--- config.mk ---
export PLATFORM = sky130hd
export DESIGN_NAME = tone_sequencer
export DESIGN_NICKNAME = d
export VERILOG_FILES = /design/src/rtl/tone_sequencer.sv
export SDC_FILE = /design/constraint.sdc
export NUM_CORES = 1
export LEC_CHECK = 0
export ABC_AREA = 1
export CAP_MARGIN = 0
export CELL_PAD_IN_SITES_DETAIL_PLACEMENT = 0
export CELL_PAD_IN_SITES_GLOBAL_PLACEMENT = 1
export CORE_UTILIZATION = 43
export CTS_BUF_LIST = sky130_fd_sc_hd__clkbuf_8 sky130_fd_sc_hd__clkbuf_16
export CTS_CLUSTER_SIZE = 20
export DETAILED_ROUTE_END_ITERATION = 6
export GPL_TIMING_DRIVEN = 0
export PLACE_DENSITY = 0.9
export SYNTH_ARGS = -nofsm -noshare
export SYNTH_HDL_FRONTEND = slang
export SYNTH_SLANG_ARGS = --single-unit
--- constraint.sdc ---
create_clock -name clk -period 4 [get_ports clk]
set_input_delay 1.2 -clock clk [delete_from_list [all_inputs] [get_ports clk]]
set_output_delay 1.2 -clock clk [all_outputs]
set_load 0.005 [all_outputs]
--- src/rtl/tone_sequencer.sv ---
// tone_sequencer: plays a table of (divider, duration) steps as timed tones with optional
// silent gaps, end-of-sequence marker, looping and abort.
`default_nettype none

module tone_sequencer #(
   parameter int TICK_DIV  = 100000,
   parameter int GAP_TICKS = 2,
   parameter int ADDR_W    = 5
) (
   input  logic              clk,
   input  logic              rst,
   input  logic              start,
   input  logic              stop,
   input  logic              loop,
   output logic [ADDR_W-1:0] step_addr,
   input  logic [15:0]       step_data,
   output logic [9:0]        div,
   output logic              en,
   output logic              busy,
   output logic              done
);

   localparam logic [2:0] S_IDLE  = 3'd0;
   localparam logic [2:0] S_FETCH = 3'd1;
   localparam logic [2:0] S_PLAY  = 3'd2;
   localparam logic [2:0] S_GAP   = 3'd3;
   localparam logic [2:0] S_DONE  = 3'd4;

   localparam int               PW         = $clog2(TICK_DIV);
   localparam logic [PW-1:0]    PRESC_LAST = PW'(TICK_DIV - 1);
   localparam logic [5:0]       GAP_CNT    = 6'(GAP_TICKS);
   localparam logic [ADDR_W-1:0] IDX_LAST  = '1;
   localparam bit               HAS_GAP    = (GAP_TICKS > 0);

   logic [2:0]        state_q, state_d;
   logic [ADDR_W-1:0] idx_q, idx_d;
   logic [9:0]        div_q, div_d;
   logic [PW-1:0]     presc_q, presc_d;
   logic [5:0]        cnt_q, cnt_d;
   logic              en_q, busy_q, done_q;

   logic              tick;
   logic              last_tick;
   logic              seq_end;
   logic [5:0]        fetch_dur;

   assign tick      = (presc_q == PRESC_LAST);
   assign last_tick = tick && (cnt_q == 6'd1);
   assign seq_end   = (idx_q == IDX_LAST);
   assign fetch_dur = step_data[15:10];

   always_comb begin
      state_d = state_q;
      idx_d   = idx_q;
      div_d   = div_q;
      presc_d = presc_q;
      cnt_d   = cnt_q;

      case (state_q)
         S_IDLE: begin
            if (start && !stop) begin
               state_d = S_FETCH;
               idx_d   = '0;
            end
         end

         S_FETCH: begin
            presc_d = '0;
            if (fetch_dur != 6'd0) begin
               state_d = S_PLAY;
               div_d   = step_data[9:0];
               cnt_d   = fetch_dur;
            end else if (loop && (idx_q != '0)) begin
               // Refetch step 0; a marker at step 0 itself ends the run instead.
               idx_d = '0;
            end else begin
               state_d = S_DONE;
            end
         end

         S_PLAY, S_GAP: begin
            presc_d = tick ? '0 : presc_q + 1'b1;
            if (tick) begin
               cnt_d = cnt_q - 6'd1;
            end
            if (last_tick) begin
               presc_d = '0;
               if ((state_q == S_PLAY) && HAS_GAP) begin
                  state_d = S_GAP;
                  cnt_d   = GAP_CNT;
               end else if (!seq_end) begin
                  state_d = S_FETCH;
                  idx_d   = idx_q + 1'b1;
               end else if (loop) begin
                  // Running off the table end behaves like a marker.
                  state_d = S_FETCH;
                  idx_d   = '0;
               end else begin
                  state_d = S_DONE;
               end
            end
         end

         S_DONE: state_d = S_IDLE;

         default: state_d = S_IDLE;
      endcase

      if (stop && (state_q != S_IDLE)) begin
         state_d = S_IDLE;
         idx_d   = idx_q;
         div_d   = div_q;
         presc_d = presc_q;
         cnt_d   = cnt_q;
      end
   end

   always_ff @(posedge clk or posedge rst) begin
      if (rst) begin
         state_q <= S_IDLE;
         idx_q   <= '0;
         div_q   <= '0;
         presc_q <= '0;
         cnt_q   <= '0;
         en_q    <= 1'b0;
         busy_q  <= 1'b0;
         done_q  <= 1'b0;
      end else begin
         state_q <= state_d;
         idx_q   <= idx_d;
         div_q   <= div_d;
         presc_q <= presc_d;
         cnt_q   <= cnt_d;
         en_q    <= (state_d == S_PLAY);
         busy_q  <= (state_d != S_IDLE);
         done_q  <= (state_d == S_DONE);
      end
   end

   assign step_addr = idx_q;
   assign div       = div_q;
   assign en        = en_q;
   assign busy      = busy_q;
   assign done      = done_q;

endmodule

`default_nettype wire
==> results of run 1 <==
[state kept, by name, summed over array words and instances, names as in the netlist]
signal,count
step_addr,5
done,1
div,10
busy,1
state_q,3
presc_q,17
cnt_q,6
en,1
[routing by layer]
metal  GRT usage (%)  up-vias  share of wire (%)
li1                -     1289                  -
met1            28.9     1187                 47
met2            34.5       56                 47
met3            4.22        8                4.3
met4            7.37        0                1.3
met5               0        -                  0
[how the worst max path moves through the flow]
| stage | to | slack, ps | start | cells past startpoint |
|---|---|---|---|---|
| after floorplan | busy | 1770 | rst | 1 |
| after global placement | step_addr[1] | 810 | rst | 2 |
| after detailed placement | div[3] | 1230 | step_data[11] | 7 |
| after CTS | step_addr[2] | 1490 | step_addr[2] | 1 |
| after global routing | step_addr[2] | 1420 | step_addr[2] | 1 |
| final | step_addr[2] | 1500 | step_addr[2] | 1 |
[cell usage after synthesis, types with 3 or more instances]
| library cell | instances | share of area (%) |
|---|---|---|
| xor2_1 | 3 | 0.96 |
| o21ai_0 | 7 | 1.3 |
| nand3_1 | 32 | 5.8 |
| nor2_2 | 3 | 0.68 |
| inv_1 | 46 | 6.3 |
| nor2_1 | 57 | 7.8 |
| nor2_4 | 3 | 1.2 |
| nand2_1 | 89 | 12 |
| nand4_1 | 7 | 1.6 |
| nand2_2 | 5 | 1.1 |
| a21oi_1 | 15 | 2.7 |
| mux2_2 | 10 | 4.1 |
| o21ai_1 | 6 | 1.1 |
| dfrtp_1 | 44 | 40 |
| nor3_1 | 12 | 2.2 |
| ha_1 | 6 | 2.7 |
[power breakdown]
group / leakage (nW) / internal (W) / switching, W
Combinational: 0.948 / 0.000354 / 0.000428
Clock: 0.0541 / 0.000185 / 0.000162
Sequential: 0.571 / 0.000573 / 0.000103
[final cells by class]
cell class	count	area share, %
multi-input combinational	272	42.0
inverter	50	5.60
tap	75	2.80
sequential	44	32.8
buffer	7	1.53
timing repair buffer	39	11.9
clock buffer	5	2.05
clock inverter	3	1.27
[logic make-up after synthesis]
| group | synth area share, % |
|---|---|
| flops | 40.1 |
| compound gates | 6.92 |
| mux | 4.46 |
| buf+inv | 8.70 |
| fa+ha+maj | 2.73 |
| xor+xnor | 1.28 |
| simple gates | 35.8 |
[metrics by stage]
stage	cells	worst slack, ps	hold slack, ps
global placement	486	806	488
finish	495	1500	510
detailed placement	487	1230	493
global route	495	1420	527
floorplan	373	1770	471
CTS	495	1490	514
==> out/metrics.cfg, run 1 <==
[status]
outcome = finished, final reports clean

[timing]
layout_min_cycle_time_ps = 2500
final_max_slew_viol_count = 0
tightest_slew_ps = 488
fin_crit_sh_pct = 62.5
hold_violations = 0
fmax_mhz = 400
rsz0062_at_grt = no
max_slew_margin_pct = 67.2
setup_viol_count_final = 0
fin_skew_ps = 9.72
tns_ps = 0

[job]
maxCapViolations = 0

[logic_synthesis]
synth_area_mm2 = 0.00275
ys.warnings.count = 0
synth_ff_type = dfrtp_1
ys_seq_elements = 44
syn_avg_cell_area_um2 = 7.37
synth_edf_count = 0
ys_types = 37
ys_seq_area_share_pct = 40.1
syn-num-nets = 400
synthArstFlopShare_pct = 100
syn_inst = 373

[cts]
hold_buffers = 0
clk_path_buf_depth = 2
cts_sinks = 44
ctsResizeCount = 0
cts_buffers = 5
clkSlewWorstSetupHoldPaths_ps = 80
h-tree-depth = 2
cts_tree = yes
cts_root_buf = clkbuf_8
clk_latency_ps = 300
cts_setup_buffers = 0

[die]
start_util_pct = 45.6
fp.dieH_um = 81.9
core_mm2 = 0.00603
std_cell_rows = 28
io_pins = 39
die_w_um = 81.9
dieArea_mm2 = 0.00671

[power]
p_total_w = 0.00180
leakage_nw = 1.57
ir_worst_vdd_uv = 356
p_per_area_mw_per_mm2 = 538

[final_layout]
finish.utilization_pct = 55.6
stdcell_area_mm2 = 0.00335
nFillCells = 584
diodes = 0
nets = 446
drive_gt1_share_pct = 10.7
syn_to_final_growth_pct = 22.0
multi_input_area_mm2 = 0.00141
regArea_mm2 = 0.00110
mostFrequentLayoutCells = nand2_1, nor2_1, inv_1
final_common_cell = nand2_1

[worst_setup_path]
crit_chain = clkdlybuf4s50_1
slowest_delay_ps = 540
startpoint_type = flip-flop
path_class = flip-flop to output pin
crit_buf_inv = 1
rrSetupSlack_ps = 2210
cp_slowest_cell = clkdlybuf4s50_1
r2r-start = step_addr[0]
path_delay_family = buffers and inverters
worstPathMaxFanout = 6
timing.rr.end = step_addr[1]
worstPathArrival_ps = 1300
required_ps = 2800
r2r_cells = 10
end_kind = output pin

[placement]
dp_hpwl_um = 5130
io_buffer_count = 38
placed_area_mm2 = 0.00324
gp_congestion = 0.849

[route]
wire_per_inst_um = 13.4
drt_iter0_markers = 148
drc = 0
firstDrtPassIters = 4
antenna_left = 0
vias_per_cell = 5.13
dr_total_vias = 2540
totalWireLength_um = 6630

[global_route]
grt_pass1_vias = 2381
gr-total-overflow = 0
grt_pass1_wl_um = 10900
grt_max_degree = 31
grt.total_usage_pct = 21.5
antenna_found_initial = 0

[min_path]
whs_endpoint = div[7]
hp-class = flip-flop to flip-flop
hold_path_depth = 1
min_from = div[7]

Note: power is estimated with default switching activity, not from simulation.
==> run 2, diff against run 1 <==
--- a/config.mk
+++ b/config.mk
@@ -9,12 +9,12 @@
 export CAP_MARGIN = 0
 export CELL_PAD_IN_SITES_DETAIL_PLACEMENT = 0
 export CELL_PAD_IN_SITES_GLOBAL_PLACEMENT = 1
-export CORE_UTILIZATION = 43
+export CORE_UTILIZATION = 40
 export CTS_BUF_LIST = sky130_fd_sc_hd__clkbuf_8 sky130_fd_sc_hd__clkbuf_16
 export CTS_CLUSTER_SIZE = 20
 export DETAILED_ROUTE_END_ITERATION = 6
 export GPL_TIMING_DRIVEN = 0
-export PLACE_DENSITY = 0.9
+export PLACE_DENSITY = 0.84
 export SYNTH_ARGS = -nofsm -noshare
 export SYNTH_HDL_FRONTEND = slang
 export SYNTH_SLANG_ARGS = --single-unit
==> constraint.sdc (replaced) <==
create_clock -name clk -period 2.3 [get_ports clk]
set_input_delay 0.69 -clock clk [delete_from_list [all_inputs] [get_ports clk]]
set_output_delay 0.69 -clock clk [all_outputs]
set_load 0.005 [all_outputs]
==> out/metrics.cfg, run 2 (synthesized netlist as in run 1, its figures left out) <==
[worst_setup_path]
crit_path_end = step_addr[2]
end_kind = output pin
rrSetupSlack_ps = 540  ; -1670 ps
path_class = flip-flop to output pin
worstPathArrival_ps = 1280  ; -20 ps
path_delay_family = buffers and inverters
timing.rr.end = cnt_q[5]
startpoint_type = flip-flop
worstPathMaxFanout = 6  ; unchanged
cp.depth = 1  ; unchanged
r2r-start = presc_q[0]
r2r_cells = 10  ; unchanged
slowest_delay_ps = 540  ; about the same
cp_slowest_cell = clkdlybuf4s50_1
required_ps = 1610  ; -1190 ps
crit_buf_inv = 1  ; unchanged
critPathLaunch = step_addr[2]
crit_chain = clkdlybuf4s50_1

[die]
core_mm2 = 0.00649  ; +7.8%
fp.dieH_um = 84.9  ; +3.6%
io_pins = 39  ; unchanged
start_util_pct = 42.3  ; -3.3 points
std_cell_rows = 29  ; +3.6%
dieArea_mm2 = 0.00720  ; +7.3%
die_w_um = 84.9  ; +3.6%

[final_layout]
regMostFlops = presc_q
stdcell_area_mm2 = 0.00334  ; -0.37%
diodes = 0  ; unchanged
largest_reg_flops = 17  ; unchanged
final_common_cell = nand2_1
syn_to_final_growth_pct = 21.6
mostFrequentLayoutCells = nand2_1, nor2_1, inv_1
nets = 446  ; unchanged
drive_gt1_share_pct = 10.5  ; -0.21 points

[route]
vias_per_cell = 4.99  ; -2.7%
dr_wl_met2_um = 3080  ; -1.4%
wl_met1_um = 3110  ; -0.70%
antenna_left = 0  ; unchanged
firstDrtPassIters = 5  ; +1
dr_total_vias = 2477  ; -2.5%
met3_wirelength_um = 279  ; -1.8%
wire_per_inst_um = 13.2  ; -1.6%
drc = 0  ; unchanged
totalWireLength_um = 6540  ; -1.4%
dr.max_layer_used = met4
drt_iter0_markers = 175  ; +18%

[cts]
clk_latency_ps = 300  ; about the same
cts_sinks = 44  ; unchanged
cts_tree = yes
ctsResizeCount = 0  ; unchanged
cts_root_buf = clkbuf_8
hold_buffers = 0  ; unchanged
h-tree-depth = 2  ; unchanged
clk_path_buf_depth = 2  ; unchanged
cts_buffers = 5  ; unchanged
cts_setup_buffers = 0  ; unchanged
clkSlewWorstSetupHoldPaths_ps = 80  ; about the same

[power]
leakage_nw = 1.57  ; -0.24%
p_per_area_mw_per_mm2 = 916  ; +70%
ir_worst_vdd_uv = 532  ; +50%

[timing]
final_max_slew_viol_count = 0  ; unchanged
setup_viol_count_final = 0  ; unchanged
max_slew_margin_pct = 65.9  ; -1.3 points
fmax_mhz = 507
tightest_slew_ps = 511  ; +23.1 ps
hold_violations = 0  ; unchanged
rsz0062_at_grt = no
fin_crit_sh_pct = 85.8
fin_skew_ps = 11.7  ; +2.00 ps
tns_ps = 0  ; unchanged
layout_min_cycle_time_ps = 1970
hold_ws_ps = 506  ; -4.44 ps

[global_route]
gr-total-overflow = 0  ; unchanged
grt_pass1_vias = 2507  ; +5.3%
grt_pass1_wl_um = 11700  ; +7.4%
grt.total_usage_pct = 20.2  ; -1.3 points
antenna_found_initial = 0  ; unchanged
grt_max_degree = 34  ; +9.7%

[status]
outcome = finished, final reports clean

[placement]
gp_congestion = 0.860  ; +1.3%
placed_area_mm2 = 0.00324  ; about the same
io_buffer_count = 38  ; unchanged
dp_hpwl_um = 5080  ; -0.93%

[job]
maxCapViolations = 0  ; unchanged

[min_path]
hp-class = flip-flop to flip-flop

==> run 2: cell types whose count changed in the layout (fill, tap and decap cells not counted), sizes merged <==
| cell | delta |
|---|---|
| clkbuf | +2 |
| clkinvlp | -1 |
| bufinv | -1 |
| clkinv | -1 |
==> run 2: metrics by stage <==
step                std cells  power, W  util, %  setup WS [ps]
detailed placement        489   0.00255     50.0           32.4
global placement          488   0.00252     49.6           -416
floorplan                 373   0.00202        -            579
global route              496   0.00332     51.4            234
finish                    496   0.00306     51.4            327
CTS                       496   0.00309     51.4            319
==> run 2: how the worst min path moves through the flow <==
stage | from | to | slack, ps | depth (start not counted)
2_1_floorplan | cnt_q[1] | cnt_q[1] | 470 | 2
3_3_place_gp | div[5] | div[5] | 490 | 1
3_5_place_dp | div[0] | div[0] | 490 | 1
4_1_cts | div[0] | div[0] | 510 | 1
5_1_grt | div[9] | div[9] | 510 | 1
6_report | div[5] | div[5] | 510 | 1
==> run 2: per-layer routing <==
| metal | up-vias | GRT usage [%] |
|---|---|---|
| met1 | 1125 | 28.2 |
| met2 | 58 | 33.2 |
| met4 | 0 | 5.39 |
| li1 | 1289 | - |
| met5 | - | 0 |
| met3 | 5 | 3.02 |
==> run 2: where the power goes <==
group / internal [W] / leakage, nW / switching, W
logic: 0.000615 / 0.948 / 0.000735
registers: 0.000997 / 0.571 / 0.000175
clock network: 0.000268 / 0.0503 / 0.000269
total: 0.00188 / 1.57 / 0.00118
==> run 2: area by class of cell <==
class / instances / area, µm²
flip-flops and latches: 44 / 1100
repair buffers: 39 / 400
fillers: 601 / 3150
plain buffers: 7 / 51.3
inverters: 50 / 188
well taps: 77 / 96.3
multi-input cells: 272 / 1410
clock buffers: 7 / 96.3
==> run 3, diff against run 2 <==
--- a/config.mk
+++ b/config.mk
@@ -15,6 +15,7 @@
 export DETAILED_ROUTE_END_ITERATION = 6
 export GPL_TIMING_DRIVEN = 0
 export PLACE_DENSITY = 0.84
+export SKIP_LAST_GASP = 1
 export SYNTH_ARGS = -nofsm -noshare
 export SYNTH_HDL_FRONTEND = slang
 export SYNTH_SLANG_ARGS = --single-unit
==> results of run 3 <==
The final DEF is identical to that of run 2; final timing and power are the same.
